`src/rtl/calc_pkg.sv`:
```
// Constants shared between the binary-to-BCD converter and the display driver.
package calc_pkg;

  localparam logic [3:0] BCD_MINUS = 4'hE;
  localparam logic [3:0] BCD_BLANK = 4'hF;
  localparam logic [3:0] BCD_ZERO  = 4'h0;

  localparam logic [2:0] StIdle   = 3'd0;
  localparam logic [2:0] StLoad   = 3'd1;
  localparam logic [2:0] StShift  = 3'd2;
  localparam logic [2:0] StFormat = 3'd3;
  localparam logic [2:0] StDone   = 3'd4;

  localparam int unsigned DISP_MAX_POS = 9999;
  localparam int unsigned DISP_MAX_NEG = 999;

endpackage

```
`src/rtl/bcd_add3_digit.sv`:
```
// Double-dabble digit correction: add 3 to a BCD digit of 5 or more.
module bcd_add3_digit (
  input  logic [3:0] digit_i,
  output logic [3:0] digit_o
);

  assign digit_o = (digit_i >= 4'd5) ? digit_i + 4'd3 : digit_i;

endmodule

```
`src/rtl/signed_bin_to_bcd.sv`:
```
// Sequential signed binary to 4-digit display code converter (double dabble).
// Negative values carry a minus code in the top digit; optional leading-zero blanking.
module signed_bin_to_bcd
  import calc_pkg::*;
#(
  parameter int unsigned W        = 16,
  parameter bit          BLANK_LZ = 1'b1
) (
  input  logic         clk,
  input  logic         rst,
  input  logic         start,
  input  logic [W-1:0] bin_in,
  output logic         busy,
  output logic         done,
  output logic         ovf,
  output logic [15:0]  bcd_out
);

  localparam int unsigned CW     = (W > 1) ? $clog2(W) : 1;
  localparam logic [15:0] BcdRst = BLANK_LZ ? 16'hFFF0 : 16'h0000;

  logic [2:0]    state_q, state_d;
  logic [CW-1:0] cnt_q, cnt_d;
  logic [W-1:0]  mag_q, mag_d;
  logic          neg_q, neg_d;
  logic          rng_q, rng_d;
  logic [15:0]   scratch_q, scratch_d;
  logic [15:0]   bcd_q, bcd_d;
  logic          ovf_q, ovf_d;

  logic [15:0]   adj;
  logic [W-1:0]  mag_abs;
  logic          out_of_range;
  logic [15:0]   fmt;
  logic          lead;

  for (genvar g = 0; g < 4; g++) begin : gen_add3
    bcd_add3_digit u_add3 (
      .digit_i (scratch_q[4*g +: 4]),
      .digit_o (adj[4*g +: 4])
    );
  end

  // mag_q holds the raw captured operand while in LOAD; -2^(W-1) maps to 2^(W-1).
  assign mag_abs      = mag_q[W-1] ? -mag_q : mag_q;
  assign out_of_range = (!mag_q[W-1] && (32'(mag_abs) > DISP_MAX_POS)) ||
                        ( mag_q[W-1] && (32'(mag_abs) > DISP_MAX_NEG));

  always_comb begin
    fmt  = scratch_q;
    lead = 1'b1;
    if (rng_q) begin
      fmt = 16'hFFFF;
    end else begin
      if (neg_q) fmt[15:12] = BCD_MINUS;
      if (BLANK_LZ) begin
        // The minus sign is never blanked and stops nothing; scanning starts at d2.
        if (!neg_q) begin
          if (fmt[15:12] == BCD_ZERO) fmt[15:12] = BCD_BLANK;
          else                        lead = 1'b0;
        end
        if (lead && fmt[11:8] == BCD_ZERO) fmt[11:8] = BCD_BLANK;
        else                               lead = 1'b0;
        if (lead && fmt[7:4] == BCD_ZERO)  fmt[7:4] = BCD_BLANK;
      end
    end
  end

  always_comb begin
    state_d   = state_q;
    cnt_d     = cnt_q;
    mag_d     = mag_q;
    neg_d     = neg_q;
    rng_d     = rng_q;
    scratch_d = scratch_q;
    bcd_d     = bcd_q;
    ovf_d     = ovf_q;
    unique case (state_q)
      StIdle: begin
        if (start) begin
          mag_d   = bin_in;
          state_d = StLoad;
        end
      end
      StLoad: begin
        neg_d     = mag_q[W-1];
        mag_d     = mag_abs;
        rng_d     = out_of_range;
        scratch_d = '0;
        cnt_d     = CW'(W - 1);
        state_d   = StShift;
      end
      StShift: begin
        scratch_d = {adj[14:0], mag_q[W-1]};
        mag_d     = {mag_q[W-2:0], 1'b0};
        if (cnt_q == '0) state_d = StFormat;
        else             cnt_d   = cnt_q - CW'(1);
      end
      StFormat: begin
        bcd_d   = fmt;
        ovf_d   = rng_q;
        state_d = StDone;
      end
      StDone:  state_d = StIdle;
      default: state_d = StIdle;
    endcase
  end

  always_ff @(posedge clk) begin
    if (rst) begin
      state_q   <= StIdle;
      cnt_q     <= '0;
      mag_q     <= '0;
      neg_q     <= 1'b0;
      rng_q     <= 1'b0;
      scratch_q <= '0;
      bcd_q     <= BcdRst;
      ovf_q     <= 1'b0;
    end else begin
      state_q   <= state_d;
      cnt_q     <= cnt_d;
      mag_q     <= mag_d;
      neg_q     <= neg_d;
      rng_q     <= rng_d;
      scratch_q <= scratch_d;
      bcd_q     <= bcd_d;
      ovf_q     <= ovf_d;
    end
  end

  assign busy    = (state_q != StIdle);
  assign done    = (state_q == StDone);
  assign ovf     = ovf_q;
  assign bcd_out = bcd_q;

endmodule

```
`config.mk`:
```
export PLATFORM = sky130hd
export DESIGN_NAME = signed_bin_to_bcd
export DESIGN_NICKNAME = d
export VERILOG_FILES = /design/src/rtl/calc_pkg.sv /design/src/rtl/bcd_add3_digit.sv /design/src/rtl/signed_bin_to_bcd.sv
export SDC_FILE = /design/constraint.sdc
export NUM_CORES = 1
export LEC_CHECK = 0
export CORE_MARGIN = 2
export CORE_UTILIZATION = 40
export CTS_CLUSTER_DIAMETER = 60
export CTS_CLUSTER_SIZE = 14
export DETAILED_ROUTE_END_ITERATION = 10
export PLACE_DENSITY_LB_ADDON = 0.1
export SLEW_MARGIN = 30
export SYNTH_ARGS = -nofsm -noshare
export SYNTH_HDL_FRONTEND = slang
export SYNTH_SLANG_ARGS = --single-unit
```
`constraint.sdc`:
```
create_clock -name clk -period 1.9 [get_ports clk]
set_input_delay 0.19 -clock clk [delete_from_list [all_inputs] [get_ports clk]]
set_output_delay 0.19 -clock clk [all_outputs]
set_load 0.005 [all_outputs]
```
Yosys cells after proc, flatten, opt, wreduce, memory -nomap -nowiden
Cells that the tools add are included.

storage, ports and cells
  output and inout bits = 19
  logic and storage cells = 70
  register bits after elaboration = 58

operators by class
  mux-type cells = 26
  $lt $le $gt $ge = 6
  add/sub/neg operators = 6
  eq/ne operators = 7
  reductions and logical operators = 17

operators by type and width
  cell                                                                     number
  16-bit one-hot mux with 3 select lines                                   1
  4-bit two-way mux                                                        11
  16-bit two-way mux                                                       2
  16-bit one-hot mux with 2 select lines                                   1
  4-bit by 3-bit >= comparator with 1-bit output (second input constant)   4
  16-bit by 10-bit > comparator with 1-bit output (second input constant)  1
  16-bit by 14-bit > comparator with 1-bit output (second input constant)  1
  4-bit zero test                                                          4
  16-bit negator                                                           1
  4-bit by 2-bit adder with 4-bit output (second input constant)           3
  12-bit two-way mux                                                       1
  3-bit one-hot mux with 4 select lines                                    1
  3-bit two-way mux                                                        3
  4-bit one-hot mux with 2 select lines                                    1
  3-bit by 2-bit == test with 1-bit output (second input constant)         2
  2-bit != test (second input constant)                                    3
  2-bit AND reduction                                                      3
  3-bit nonzero test                                                       2
  1-bit two-way mux                                                        5
  1-bit logical AND                                                        4
  4-bit by 1-bit subtractor with 4-bit output (second input constant)      1
  3-bit by 2-bit adder with 3-bit output (second input constant)           1
  3-bit by 1-bit == test with 1-bit output (second input constant)         1
  3-bit == test (second input constant)                                    1
  other kinds (4)                                                          4

Depth between registers and ports, before layout
  word-level depth = 12
  gate-level depth with buffers = 9

Cells and area by module
A second synthesis with hierarchy kept.

second synthesis, totals
  cells, all modules = 433
  area total of the unflattened synthesis = 3,397.0 um2

by module, submodules not included
  module             cells an instance  instances  area each (um2)
  signed_bin_to_bcd  369                1          2,991.6
  bcd_add3_digit     16                 4          101.3

Worst setup path before layout
Ideal clock, no wire load.

  kind = register to register
  start point = reg mag_q[1]
  end point = reg rng_q
  path buffers = 1
  path slack = -136 ps
  setup time = 74 ps
  arrival = 1,961 ps
  cell stages (with the launch flop) = 10
  data required time = 1,826 ps
  cells stage by stage = dfxtp_1 inv_1 ha_1 or3b_1 clkbuf_1 o31ai_1 xor2_1 nor4_1 o211ai_1 a31oi_1

on the way
  word-level cells in the longest chain between the ends = 5
  elaborated cells between the ends (all ways) = 7
  classes of those cells = add/sub (1); order compare (2); mux (1); reduce/logical (3)

ends and longest elaborated chain
  what                                                                                                                       RTL line                                          RTL
  start, declared                                                                                                            signed_bin_to_bcd.sv:24                           logic [W-1:0] mag_q, mag_d;
  start signal, assigned                                                                                                     signed_bin_to_bcd.sv:122                          mag_q <= mag_d;
  16-bit negator                                                                                                             signed_bin_to_bcd.sv:45                           assign mag_abs = mag_q[W-1] ? -mag_q : mag_q;
  16-bit two-way mux (*)                                                                                                     signed_bin_to_bcd.sv:45
  16-bit by 14-bit > comparator with 1-bit output / 16-bit by 10-bit > comparator with 1-bit output (equally long branches)  signed_bin_to_bcd.sv:46, signed_bin_to_bcd.sv:47
  1-bit logical AND, on equally long branches                                                                                signed_bin_to_bcd.sv:46, signed_bin_to_bcd.sv:47
  1-bit logical OR (*)                                                                                                       signed_bin_to_bcd.sv:46                           assign out_of_range = (!mag_q[W-1] && (32'(mag_abs) > DISP_MAX_POS)) ||
  end signal, assigned                                                                                                       signed_bin_to_bcd.sv:124                          rng_q <= rng_d;
  end, declared                                                                                                              signed_bin_to_bcd.sv:26                           logic rng_q, rng_d;

Mark *: on every way between the ends. The rest lies on a longest branch, timed or not.
A chain may end at the register's enable or synchronous reset.

Worst setup path after layout
  start point = reg mag_q[7]
  end point = reg rng_q

Same word-level chain as after synthesis.

==> run_results.csv <==
group,metric,value,unit
logic_synthesis,ys_top_cells_by_area,"dfxtp_1, a21oi_1, nor2_1",
placement,place_congestion,0.8646,
final_layout,fin_area,0.004446,mm²
logic_synthesis,synth_mux_area_frac,0.003070,
logic_synthesis,syn_nets,457,
hold_path,min-delay-start,"neg_q",
status,status,"finished, violations left",
power,ir_drop,0.5051,mV
critical_path,cp_slowest_cell,"or4_4",
global_routing,grt_antenna_before_repair,0,
critical_path,startpoint,"mag_q[7]",
logic_synthesis,yosys_warnings,0,
floorplan,core,0.007807,mm²
placement,port_buffers,37,
final_layout,layout_commonest_cell,"dfxtp_1",
timing,max_clock_freq,0.5111,GHz
logic_synthesis,synth_edf_count,0,
final_layout,area_growth,36.34,%
final_layout,seq_area,0.001165,mm²
clock_tree,clk_pin_slew,0.07,ns
floorplan,ios,38,
clock_tree,insertion_delay,0.34,ns
final_layout,nFillCells,759,
logic_synthesis,synthDominantCellAreaShare,0.3561,
logic_synthesis,synth_top_area_cell,"dfxtp_1",
timing,slew_headroom,0.6610,
logic_synthesis,synth-seq-cells,58,
critical_path,cp.required,2.12,ns
final_layout,fin_nets,529,
detailed_routing,drt_pre_antenna_iters,4,
flow_run,maxCapViolations,0,
clock_tree,cts_root_buffer,"clkbuf_8",
critical_path,max_stage_delay,0.60,ns
detailed_routing,via_per_inst,5.496,
global_routing,first_global_vias,3089,
global_routing,grt_max_degree,43,
timing,report.final.slew_viol_count,0,
placement,dp_hpwl,6399,µm
final_layout,drive_gt1_frac,0.2068,
detailed_routing,wl,9034,µm
critical_path,crit_fanout,5,
power,power,4445,µW
detailed_routing,route.vias.total,3325,
global_routing,overflow,0,
global_routing,grtUsageTotal,0.2136,
detailed_routing,drt_iter0_markers,117,
logic_synthesis,synthXorXnorAreaFrac,0.05641,
critical_path,cp.buffers_inverters,0,
timing,skew,0.01031,ns
clock_tree,cts_inserted_buffers,9,
critical_path,worstSetupPathType,"reg2reg",
logic_synthesis,synth_adder_area_share,0.04605,
critical_path,endpoint_kind,"register",
critical_path,r2r_start,"mag_q[7]",
timing,period_share,1.030,
logic_synthesis,syn_area,0.003261,mm²
clock_tree,cts.htree.levels,3,
logic_synthesis,avgSynthCellArea,7.654,µm²
logic_synthesis,synth_cell_types,49,
power,powerDensity,999.9,mW/mm²
timing,period_minus_slack,1.957,ns
timing,rsz0062_at_grt,"yes",
detailed_routing,ant_nets,0,
critical_path,path_cells,"or4_4 > nand4b_4 > xor2_1 > o31a_1 > a211oi_2 > a31oi_1",
placement,placed_area,0.004119,mm²
floorplan,initial_utilization,0.4176,
floorplan,die_h,94.29,µm
floorplan,die_w,94.29,µm
logic_synthesis,ys_seq_area_frac,0.3561,
floorplan,die_area,0.008890,mm²
timing,hold_slack,0.4824,ns
critical_path,crit_family,"simple AND/OR/NAND/NOR gates",
critical_path,worst-endpoint-arrival,2.17,ns
global_routing,grt_pass1_wl,15060,µm
timing,max_slew.worst_pin.slew,0.5075,ns
logic_synthesis,synthSimpleGateAreaFrac,0.2329,
critical_path,startpoint_type,"register",
timing,finalSetupViolCount,2,
logic_synthesis,async_flop_share,0,
detailed_routing,drc,0,
logic_synthesis,synth_top_family_by_area,"compound AO/OA/AOI/OAI gates",
power,leakage,0.001682,µW
clock_tree,clock_path_buffers,2,
final_layout,stdcell_count,605,
placement,dp.cells,586,
status,violations,"negative setup slack",
logic_synthesis,synthCells,426,
timing,hold_viol_final,0,
logic_synthesis,ys.flop_type,"dfxtp_1",
clock_tree,cts_sinks,58,
floorplan,row_count,32,
hold_path,hp-class,"reg2reg",
final_layout,layout_common_cells,"dfxtp_1, buf_4, a21oi_1",
detailed_routing,wl_per_cell,14.93,µm
final_layout,multi_input_area,0.002041,mm²
final_layout,n_antenna_cell,0,
timing,fin_ws,-0.05668,ns
logic_synthesis,synth-compound-area-share,0.2467,
clock_tree,cts_tree,"built",
## path summary, 6_finish.rpt
check / to / slack (ns) / cells past startpoint
max reg2reg: rng_q / -0.06 / 6
min reg2reg: neg_q / 0.48 / 2
max: rng_q / -0.06 / 6
min: neg_q / 0.48 / 2
## where the power goes
group          switching (µW)  internal [µW]
registers                95.8           1330
logic                     982            858
clock network             537            641
total                    1620           2830
## metal layers
layer / up-vias / share of wire / global-route usage
met5: - / 0 / 0
met4: 0 / 0.013 / 0.05435
met2: 77 / 0.47 / 0.3417
met1: 1577 / 0.48 / 0.3010
li1: 1656 / - / -
met3: 15 / 0.037 / 0.03130
## cell families (layout without fill, tap and decap cells)
logic type | Yosys count | after routing
buf+inv | 48 | 125
mux | 1 | 1
flops | 58 | 58
xor+xnor | 21 | 21
fa+ha+maj | 12 | 12
simple gates | 152 | 152
compound gates | 134 | 134
## cells in the mapped netlist (6+ instances only)
cell / n
dfxtp_1: 58
a21oi_1: 54
nor2_1: 46
nand2_1: 39
clkbuf_1: 29
nor3_1: 26
o21ai_0: 26
inv_1: 14
xor2_1: 13
ha_1: 12
o22ai_1: 11
a22oi_1: 10
nand3_1: 8
xnor2_1: 8
a211oi_1: 6
nand2b_1: 6
o211ai_1: 6
or3_1: 6
## final cells by class
cell class                 instances  area share
inverter                          14     0.01182
tap                              102     0.02871
timing repair buffer              95      0.1925
clock buffer                      10     0.03096
sequential                        58      0.2620
multi-input combinational        320      0.4590
clock inverter                     6     0.01492
## metrics by stage
stage | utilization | setup slack (ns) | TNS [ns]
after floorplan | - | -0.01191 | -0.01191
after global placement | 0.5276 | -0.09345 | -0.09997
after detailed placement | 0.5276 | -0.1596 | -0.3332
after CTS | 0.5582 | -0.04330 | -0.08175
after global routing | 0.5694 | -0.1405 | -0.5827
final | 0.5694 | -0.05668 | -0.08031
## worst reg2reg max path: cells and delay by family (launching register included)
kind,cells,cell delay [ns]
compound gates,3,0.55
xor+xnor,1,0.17
flops,1,0.31
simple gates,2,0.81
## timing repair
| item | CTS | global route |
|---|---|---|
| gates cloned | 0 | 0 |
| setup buffers | 2 | 1 |
| endpoints found under the setup margin | 8 | 15 |
| resized for setup | 4 | 14 |
| hold buffers | 0 | 0 |
| pin swaps | 7 | 8 |
## registers in the layout (all words and copies together), names as in the netlist
| name | cells |
|---|---|
| scratch_q | 16 |
| state_q | 3 |
| rng_q | 1 |
| neg_q | 1 |
| ovf | 1 |
| bcd_out | 16 |
| mag_q | 16 |
| cnt_q | 4 |
(Power assumes the default switching activity.)
